`src/rtl/rv_muldiv_unit.sv`:
```
// rv_muldiv_unit: iterative RISC-V M-extension multiply/divide unit.
// One bit of the multiplier (or one quotient bit) is processed per cycle, so a
// normal operation takes XLEN+2 cycles from accept to done. Divide-by-zero and
// signed overflow finish in one cycle with the architecturally defined value.
//
// Handshake: start is sampled only in IDLE; busy is high in every other state;
// done is a single-cycle pulse in the DONE state and result is valid then and
// holds until the next done; kill aborts CALC/FIX/DONE without a done pulse.
module rv_muldiv_unit #(
  parameter int XLEN = 32
) (
  input  logic            clk,
  input  logic            nRst,
  input  logic            start,
  input  logic            kill,
  input  logic [2:0]      funct3,
  input  logic [XLEN-1:0] op_a,
  input  logic [XLEN-1:0] op_b,
  output logic            busy,
  output logic            done,
  output logic [XLEN-1:0] result,
  output logic [1:0]      dbg_state
);

  localparam int CW = $clog2(XLEN);

  localparam logic [2:0] F_MUL    = 3'b000;
  localparam logic [2:0] F_MULH   = 3'b001;
  localparam logic [2:0] F_MULHSU = 3'b010;
  localparam logic [2:0] F_MULHU  = 3'b011;
  localparam logic [2:0] F_DIV    = 3'b100;
  localparam logic [2:0] F_DIVU   = 3'b101;
  localparam logic [2:0] F_REM    = 3'b110;
  localparam logic [2:0] F_REMU   = 3'b111;

  localparam logic [XLEN-1:0] MOST_NEG = {1'b1, {(XLEN-1){1'b0}}};

  typedef enum logic [1:0] {
    IDLE = 2'd0,
    CALC = 2'd1,
    FIX  = 2'd2,
    DONE = 2'd3
  } state_t;

  state_t state, state_nxt;

  logic [CW-1:0]     cnt;
  logic [2:0]        fn;
  logic [XLEN-1:0]   mag_a;    // multiplicand / dividend magnitude
  logic [XLEN-1:0]   mag_b;    // divisor magnitude
  logic [XLEN-1:0]   quo;      // dividend shifts out, quotient shifts in
  logic [2*XLEN-1:0] prod;     // high half accumulates, low half holds multiplier
  logic [XLEN:0]     rem;      // partial remainder
  logic              neg_res;  // product / quotient sign
  logic              neg_rem;  // remainder sign follows dividend

  // Accept-time operand preparation
  logic            a_sgn, b_sgn, div_zero, ovf, special;
  logic [XLEN-1:0] abs_a, abs_b, spec_val;

  // Per-step datapath
  logic [XLEN:0]     mul_sum;
  logic [XLEN:0]     div_shift;
  logic [XLEN+1:0]   div_diff;
  logic              div_ok;
  logic [2*XLEN-1:0] prod_fix;
  logic [XLEN-1:0]   quo_fix, rem_fix, fix_val;

  assign busy      = (state != IDLE);
  assign done      = (state == DONE) && !kill;
  assign dbg_state = state;

  // Operand signs, magnitudes and the special-case shortcut value
  always_comb begin
    a_sgn    = 1'b0;
    b_sgn    = 1'b0;
    spec_val = '0;
    if (funct3 == F_MULH || funct3 == F_MULHSU || funct3 == F_DIV || funct3 == F_REM)
      a_sgn = op_a[XLEN-1];
    if (funct3 == F_MULH || funct3 == F_DIV || funct3 == F_REM)
      b_sgn = op_b[XLEN-1];
    abs_a    = a_sgn ? -op_a : op_a;
    abs_b    = b_sgn ? -op_b : op_b;
    div_zero = funct3[2] && (op_b == '0);
    ovf      = (funct3 == F_DIV || funct3 == F_REM) && (op_a == MOST_NEG) && (op_b == '1);
    special  = div_zero || ovf;
    if (div_zero)
      spec_val = funct3[1] ? op_a : '1;
    else if (ovf)
      spec_val = funct3[1] ? '0 : op_a;
  end

  // One shift-add or restoring-divide step, plus final sign correction
  always_comb begin
    mul_sum   = {1'b0, prod[2*XLEN-1:XLEN]} + (prod[0] ? {1'b0, mag_a} : '0);
    div_shift = {rem[XLEN-1:0], quo[XLEN-1]};
    div_diff  = {1'b0, div_shift} - {2'b00, mag_b};
    div_ok    = !div_diff[XLEN+1];
    prod_fix  = neg_res ? -prod : prod;
    quo_fix   = neg_res ? -quo : quo;
    rem_fix   = neg_rem ? -rem[XLEN-1:0] : rem[XLEN-1:0];
    fix_val   = '0;
    case (fn)
      F_MUL:                     fix_val = prod_fix[XLEN-1:0];
      F_MULH, F_MULHSU, F_MULHU: fix_val = prod_fix[2*XLEN-1:XLEN];
      F_DIV, F_DIVU:             fix_val = quo_fix;
      F_REM, F_REMU:             fix_val = rem_fix;
      default:                   fix_val = '0;
    endcase
  end

  // Next-state logic; kill outranks every transition outside IDLE
  always_comb begin
    state_nxt = state;
    case (state)
      IDLE: if (start) state_nxt = special ? DONE : CALC;
      CALC: if (cnt == CW'(XLEN-1)) state_nxt = FIX;
      FIX:  state_nxt = DONE;
      DONE: state_nxt = IDLE;
      default: state_nxt = IDLE;
    endcase
    if (kill && state != IDLE)
      state_nxt = IDLE;
  end

  // State register
  always_ff @(posedge clk) begin
    if (!nRst) state <= IDLE;
    else       state <= state_nxt;
  end

  // Datapath registers: latch on accept, iterate in CALC, load result in FIX
  always_ff @(posedge clk) begin
    if (!nRst) begin
      cnt     <= '0;
      fn      <= '0;
      mag_a   <= '0;
      mag_b   <= '0;
      quo     <= '0;
      prod    <= '0;
      rem     <= '0;
      neg_res <= 1'b0;
      neg_rem <= 1'b0;
      result  <= '0;
    end else begin
      case (state)
        IDLE: if (start) begin
          fn      <= funct3;
          mag_a   <= abs_a;
          mag_b   <= abs_b;
          quo     <= abs_a;
          prod    <= {{XLEN{1'b0}}, abs_b};
          rem     <= '0;
          cnt     <= '0;
          neg_res <= a_sgn ^ b_sgn;
          neg_rem <= a_sgn;
          if (special) result <= spec_val;
        end
        CALC: begin
          cnt <= cnt + 1'b1;
          if (fn[2]) begin
            rem <= div_ok ? div_diff[XLEN:0] : div_shift;
            quo <= {quo[XLEN-2:0], div_ok};
          end else begin
            prod <= {mul_sum, prod[XLEN-1:1]};
          end
        end
        FIX: if (!kill) result <= fix_val;
        default: ;
      endcase
    end
  end

endmodule

```
`config.mk`:
```
export PLATFORM = sky130hd
export DESIGN_NAME = rv_muldiv_unit
export DESIGN_NICKNAME = d
export VERILOG_FILES = /design/src/rtl/rv_muldiv_unit.sv
export SDC_FILE = /design/constraint.sdc
export NUM_CORES = 1
export LEC_CHECK = 0
export ABC_CLOCK_PERIOD_IN_PS = 7500
export BUFFER_PORTS_ARGS = -buffer_cell sky130_fd_sc_hd__buf_2
export CAP_MARGIN = 0
export CORE_MARGIN = 2
export CORE_UTILIZATION = 41
export DETAILED_ROUTE_END_ITERATION = 6
export GPL_TIMING_DRIVEN = 0
export HOLD_SLACK_MARGIN = 0.03
export PLACE_DENSITY_LB_ADDON = 0.2
export SETUP_SLACK_MARGIN = 0.3
export SYNTH_ARGS = -nofsm -noshare
export SYNTH_HDL_FRONTEND = slang
export SYNTH_SLANG_ARGS = --single-unit
```
`constraint.sdc`:
```
create_clock -name clk -period 7.5 [get_ports clk]
set_clock_uncertainty 0.05 [all_clocks]
set_input_delay 1.5 -clock clk [delete_from_list [all_inputs] [get_ports clk]]
set_output_delay 1.5 -clock clk [all_outputs]
set_load 0.02 [all_outputs]
```
==> summary.md, run 1 <==
| Metric | Value |
|---|---|
| Initial core utilization | 41.3% |
| Worst VDD drop | 237 uV |
| WP buf/inv | 2 |
| CP max stage delay | 760 ps |
| FF-to-FF End | prod[61]$_SDFFE_PN0P_ |
| Crit. End Element | flop |
| Later-pin clock latency in the skew report | 590 ps |
| Die X | 214 um |
| Max-slew headroom | 10.1% |
| Pwr/cell area | 281 nW/um2 |
| RSZ-0062 raised after global routing | no |
| Most frequent cells after synthesis | 294 x nand2_1, 246 x nor2_1, 236 x dfxtp_1 |
| Fin nets | 2783 |
| WP depth | 11 |
| CP arrival | 6270 ps |
| P&R area growth vs syn | 12.5% |
| Die area | 46000 um2 |
| Setup TNS | 0 ps |
| I/O pins | 107 |
| Post-DRT Antenna Nets | 0 |
| Final setup vio count | 0 |
| Clock buffer depth | 3 |
| Seq/Total Area, Yosys | 26.0% |
| First-pass GRT wire length | 125000 um |
| Initial DRC Count | 2453 |
| Largest net degree at the start of global routing | 15 |
| Syn_nets | 2646 |
| Hold_buf cts | 0 |
| Post-synth top area cell | dfxtp_1 |
| Worst r2r src | prod[0]$_SDFFE_PN0P_ |
| Final Cycle Share | 78.2% |
| Total gr overflow | 0 |
| Post-Syn Instances | 2496 |
| Worst path top cell family by delay | simple AND/OR/NAND/NOR gates |
| Post-synth top area share | 26.0% |
| Top_reg_cell synth | dfxtp_1 |
| Placed cells | 3195 |
| EDFF count, synth | 0 |
| Lkg Pwr | 7.87 nW |
| Min Clock Period, post-route | 5860 ps |
| Post-Synthesis Cell Area | 18200 um2 |
| Post-synthesis cell type count | 86 |
| Via count | 20500 |
| Worst Reg-to-Reg Cells | 15 |
| Final WL | 86200 um |
| Run status | finished clean |
| Top-count cell post-synth | nand2_1 |
| Beginning of the critical path | op_a[2] |
| FF-to-FF setup slack | 1960 ps |
| Max cap viols | 0 |
| Vias in the first global route | 19100 |
| Buffers on Ports | 106 |
| CTS tree | done |
| CTS clock-pin slew for the worst setup and hold paths | 60 ps |
| Pins Over Slew Limit | 0 |
| Non-Filler Instances | 3247 |
| CP Cell Sequence | buf_2 -> or4_1 -> nor4b_2 -> nand3_1 -> o31ai_1 -> nand2_1 -> a21oi_2 -> clkbuf_1 -> o221ai_1 -> o21ai_0 -> nor2_1 |
| Worst Hold Margin | 421 ps |
| #FFs+latches synth | 236 |
| Syn_area_per_cell | 7.28 um2 |
| DR pass1 iterations | 6 |
| Core area | 43900 um2 |
| Worst-margin pin slew | 1340 ps |
| PnR Total Power | 0.00575 W |
| Layout cells sized above 1 | 7.20% |
| CP Class | in -> reg |
| Root Buffer | clkbuf_16 |
| Post-detail-place hpwl | 68100 um |
| Wire per inst | 26.5 um |
| Synth area leaders | dfxtp_1 26%, nand2_1 6.1%, a21oi_1 5.5%, ha_1 5.3%, o21ai_0 5.1% |
| HP Class | reg -> reg |
| Number of H-tree levels | 1 |
| Pre-CTS setup slack | 816 ps |
| Max frequency | 171 MHz |
| Clock tree sinks | 236 |
| Die height | 214 um |
| Critical path peak fanout | 10 |
| Worst Path Required | 7900 ps |
| Cts bufs inserted | 28 |
| Final Hold Fails | 0 |
| DRC | 0 |
| YS warnings | 0 |
| CP endpoint | result[12]$_SDFFE_PN0P_ |
| CTS resizes | 0 |
| Setup ws final | 1640 ps |
| Num rows | 77 |
| Via/cell ratio | 6.33 |
| FFs w/ async S/R, synth | 0% |
| Number of antenna violations at the first check in global routing | 2 |
| Nature of the critical path startpoint | input pin |
| RD Place Congestion | 1.02 |
| Slowest-stage cell, CP | a21oi_2 |
| GRT Resource Usage Total | 36.2% |
| Postcts setup bufs | 0 |
per-layer routing:
metal | vias up | routed length, um | global-route usage, %
met5 | - | 13 | 0
met4 | 2 | 4390 | 16.1
met3 | 202 | 8340 | 6.09
met2 | 1068 | 36200 | 54.3
met1 | 9903 | 37200 | 50.9
li1 | 9372 | - | -
power breakdown:
group / internal, W / leakage, nW / switching (W)
combinational: 0.000754 / 5.47 / 0.00184
sequential: 0.00146 / 1.93 / 0.000207
clock: 0.000889 / 0.468 / 0.000604
worst min-delay path by stage:
stage	start	end	depth (start not counted)
after floorplan	mag_a[0]$_SDFFE_PN0P_	mag_a[0]$_SDFFE_PN0P_	2
after global placement	prod[11]$_SDFFE_PN0P_	prod[11]$_SDFFE_PN0P_	2
after detailed placement	prod[11]$_SDFFE_PN0P_	prod[11]$_SDFFE_PN0P_	2
after CTS	prod[11]$_SDFFE_PN0P_	prod[11]$_SDFFE_PN0P_	2
after global routing	mag_a[0]$_SDFFE_PN0P_	mag_a[0]$_SDFFE_PN0P_	2
final	prod[11]$_SDFFE_PN0P_	prod[11]$_SDFFE_PN0P_	2
kinds of logic (layout without fill, tap and decap cells):
kind of cell / Yosys count / count (layout) / synth area share, %
simple gates: 927 / 927 / 24.3
compound gates: 788 / 788 / 28.0
buf+inv: 239 / 397 / 5.00
flops: 236 / 236 / 26.0
xor+xnor: 202 / 202 / 9.74
fa+ha+maj: 79 / 79 / 5.53
mux: 25 / 25 / 1.38
other cells: 0 / 1 / 0
placed cells by master (no fill, tap or decap), types with 16 or more instances in the layout:
cell         n
clkbuf_16   28
clkbuf_1   157
a21o_1      27
or3_1       31
nand4_1     22
o21ai_0    185
nand2b_1    26
nor4_1      23
nand2_1    294
dfxtp_1    236
o22ai_1     16
ha_1        77
o211ai_1    47
xor2_1     103
a21oi_1    200
a22oi_1     23
mux2i_1     24
and2_1      40
buf_2      108
xnor2_1     99
nand3_1     96
or4_1       26
inv_1       74
a211oi_1    68
o41ai_1     24
a31oi_1     29
nor2_1     246
nor3_1      53
o31ai_1     52
worst register-to-register path: cells and delay by family, from the launching register on:
| family | cells | cell delay [ps] |
|---|---|---|
| flops | 1 | 300 |
| simple gates | 2 | 440 |
| fa+ha+maj | 2 | 600 |
| buf+inv | 3 | 1170 |
| compound gates | 8 | 2840 |
per-stage QoR:
| step | util, % | cell area (um2) |
|---|---|---|
| floorplan | - | 18200 |
| global placement | 44.2 | 19400 |
| detailed placement | 44.3 | 19400 |
| CTS | 46.5 | 20400 |
| global route | 46.5 | 20400 |
| finish | 46.5 | 20400 |
sequential cells by signal, indices dropped and copies added, names as in the netlist:
name	flops
quo	32
neg_rem	1
mag_a	32
dbg_state	2
rem	32
neg_res	1
result	32
mag_b	32
cnt	5
fn	3
prod	64
final cells by class:
cell class              count  area (um2)
clock inverters            14         220
inverters                  75         282
flip-flops and latches    236        4720
repair buffers            107         538
diodes                      1        2.50
well taps                 592         741
clock buffers              37         764
fillers                  4634       23500
plain buffers             164         627
multi-input cells        2021       12500
Power figures use the tool's default switching activity.
==> run 2, diff against run 1 <==
--- a/config.mk
+++ b/config.mk
@@ -5,7 +5,7 @@
 export SDC_FILE = /design/constraint.sdc
 export NUM_CORES = 1
 export LEC_CHECK = 0
-export ABC_CLOCK_PERIOD_IN_PS = 7500
+export ABC_CLOCK_PERIOD_IN_PS = 5390
 export BUFFER_PORTS_ARGS = -buffer_cell sky130_fd_sc_hd__buf_2
 export CAP_MARGIN = 0
 export CORE_MARGIN = 2
==> constraint.sdc (replaced) <==
create_clock -name clk -period 5.39 [get_ports clk]
set_clock_uncertainty 0.05 [all_clocks]
set_input_delay 1.078 -clock clk [delete_from_list [all_inputs] [get_ports clk]]
set_output_delay 1.078 -clock clk [all_outputs]
set_load 0.02 [all_outputs]
==> summary.md, run 2 (synthesized netlist as in run 1, its figures left out) <==
| Metric | Value |
|---|---|
| Run status | finished clean |
| Non-Filler Instances | 3248 |
| Worst Reg-to-Reg Cells | 15 |
| Postcts setup bufs | 0 |
| Later-pin clock latency in the skew report | 590 ps |
| Die area | 46000 um2 |
| Most frequent cells in the layout | 294 x nand2_1, 246 x nor2_1, 236 x dfxtp_1 |
| Post-detail-place hpwl | 68100 um |
| Number of antenna violations at the first check in global routing | 0 |
| Lkg Pwr | 7.87 nW |
| Register with the most flip-flops | prod |
| Largest register FFs | 64 |
| DR pass1 iterations | 6 |
| Cell Area, Placed | 19400 um2 |
| Total gr overflow | 0 |
| Setup TNS | 0 ps |
| CTS tree | done |
| Final Cell Area | 20500 um2 |
| FF-to-FF setup slack | 560 ps |
| Slowest-stage cell, CP | a21oi_2 |
| CTS clock-pin slew for the worst setup and hold paths | 60 ps |
| CP max stage delay | 790 ps |
| Fin nets | 2783 |
| Final Cycle Share | 94.0% |
| Worst-margin pin slew | 1270 ps |
| Final Hold Fails | 0 |
| Critical path peak fanout | 10 |
| Clock buffer depth | 3 |
| Via count | 20600 |
| Wire per inst | 26.6 um |
| I/O pins | 107 |
| Crit. End Element | flop |
| Pwr/cell area | 392 nW/um2 |
| Largest net degree at the start of global routing | 15 |
| Die X | 214 um |
| Max-slew headroom | 13.2% |
| Post-DRT Antenna Nets | 0 |
| Pins Over Slew Limit | 0 |
| Initial core utilization | 41.3% |
| Pre-CTS setup slack | -872 ps |
| Clock tree sinks | 236 |
| Beginning of the critical path | op_a[12] |
| CP endpoint | result[12]$_SDFFE_PN0P_ |
| Worst Path Required | 5790 ps |
| Worst r2r src | prod[0]$_SDFFE_PN0P_ |
| FF-to-FF End | prod[61]$_SDFFE_PN0P_ |
| Placed cells | 3195 |
| Max cap viols | 0 |
| Hold_buf cts | 0 |
| DRC | 0 |
| RD Place Congestion | 1.02 |
| Buffers on Ports | 106 |
| Nature of the critical path startpoint | input pin |
| Final WL | 86400 um |
| Worst VDD drop | 325 uV |
| P&R area growth vs syn | 12.6% |
| Die height | 214 um |
| CP Cell Sequence | buf_2 -> or4_1 -> nor4_1 -> nand3_2 -> o31ai_2 -> nand2_1 -> a21oi_2 -> clkbuf_1 -> o221ai_1 -> o21ai_0 -> nor2_1 |
| Max frequency | 197 MHz |
| Number of H-tree levels | 1 |
| Setup ws final | 323 ps |
| HP Class | reg -> reg |
| Root Buffer | clkbuf_16 |
| Vias in the first global route | 19100 |
| GRT Resource Usage Total | 36.2% |
| CP arrival | 5470 ps |
| Via/cell ratio | 6.34 |
| First-pass GRT wire length | 125000 um |
| Layout cells sized above 1 | 7.35% |
| Core area | 43900 um2 |
| Initial DRC Count | 2459 |
| Min Clock Period, post-route | 5070 ps |
| Cts bufs inserted | 28 |
| Commonest non-fill, non-tap cell in the layout | nand2_1 |
| RSZ-0062 raised after global routing | no |
| Num rows | 77 |
| Final setup vio count | 0 |
| CP Class | in -> reg |
-- run 2: repair_timing --
| item | in CTS | in global routing |
|---|---|---|
| gates resized for setup | 4 | 2 |
| pin swaps | 0 | 0 |
| cloned | 0 | 0 |
| endpoints found under the setup margin | 29 | 12 |
-- run 2: worst min-delay path by stage --
| stage | startpoint | endpoint | slack [ps] | cells after the start |
|---|---|---|---|---|
| CTS | prod[11]$_SDFFE_PN0P_ | prod[11]$_SDFFE_PN0P_ | 420 | 2 |
| global route | mag_a[0]$_SDFFE_PN0P_ | mag_a[0]$_SDFFE_PN0P_ | 450 | 2 |
| detailed placement | prod[11]$_SDFFE_PN0P_ | prod[11]$_SDFFE_PN0P_ | 420 | 2 |
| finish | prod[11]$_SDFFE_PN0P_ | prod[11]$_SDFFE_PN0P_ | 420 | 2 |
| floorplan | mag_a[0]$_SDFFE_PN0P_ | mag_a[0]$_SDFFE_PN0P_ | 380 | 2 |
| global placement | prod[11]$_SDFFE_PN0P_ | prod[11]$_SDFFE_PN0P_ | 410 | 2 |
-- run 2: cell type report --
cell class | instances | area, um2
diodes | 2 | 5.00
plain buffers | 164 | 628
clock buffers | 37 | 764
clock inverters | 14 | 220
fillers | 4632 | 23500
inverters | 75 | 282
multi-input cells | 2021 | 12600
flip-flops and latches | 236 | 4720
well taps | 592 | 741
repair buffers | 107 | 538
-- run 2: power by group --
group          internal [W]  switching, W
sequential          0.00203      0.000291
clock               0.00124      0.000838
combinational       0.00105       0.00256
-- run 2: routing by layer --
layer | track usage [%] | up-vias | wire, um
met5 | 0 | - | 0
met1 | 51.0 | 9967 | 37500
li1 | - | 9378 | -
met3 | 6.01 | 188 | 8140
met4 | 15.9 | 0 | 4330
met2 | 54.4 | 1066 | 36400
-- run 2: per-stage QoR --
stage          total power [W]  hold slack, ps  util [%]
3_5_place_dp           0.00579             416      44.3
3_3_place_gp           0.00575             412      44.2
6_report               0.00801             419      46.6
2_1_floorplan          0.00443             382         -
4_1_cts                0.00786             424      46.5
5_1_grt                0.00831             455      46.5
-- run 2: worst max-delay path, delay by kind of cell --
kind	cells	cell delay [ps]
AO/OA/AOI/OAI	4	1670
buffers and inverters	2	820
AND/OR/NAND/NOR	5	1880
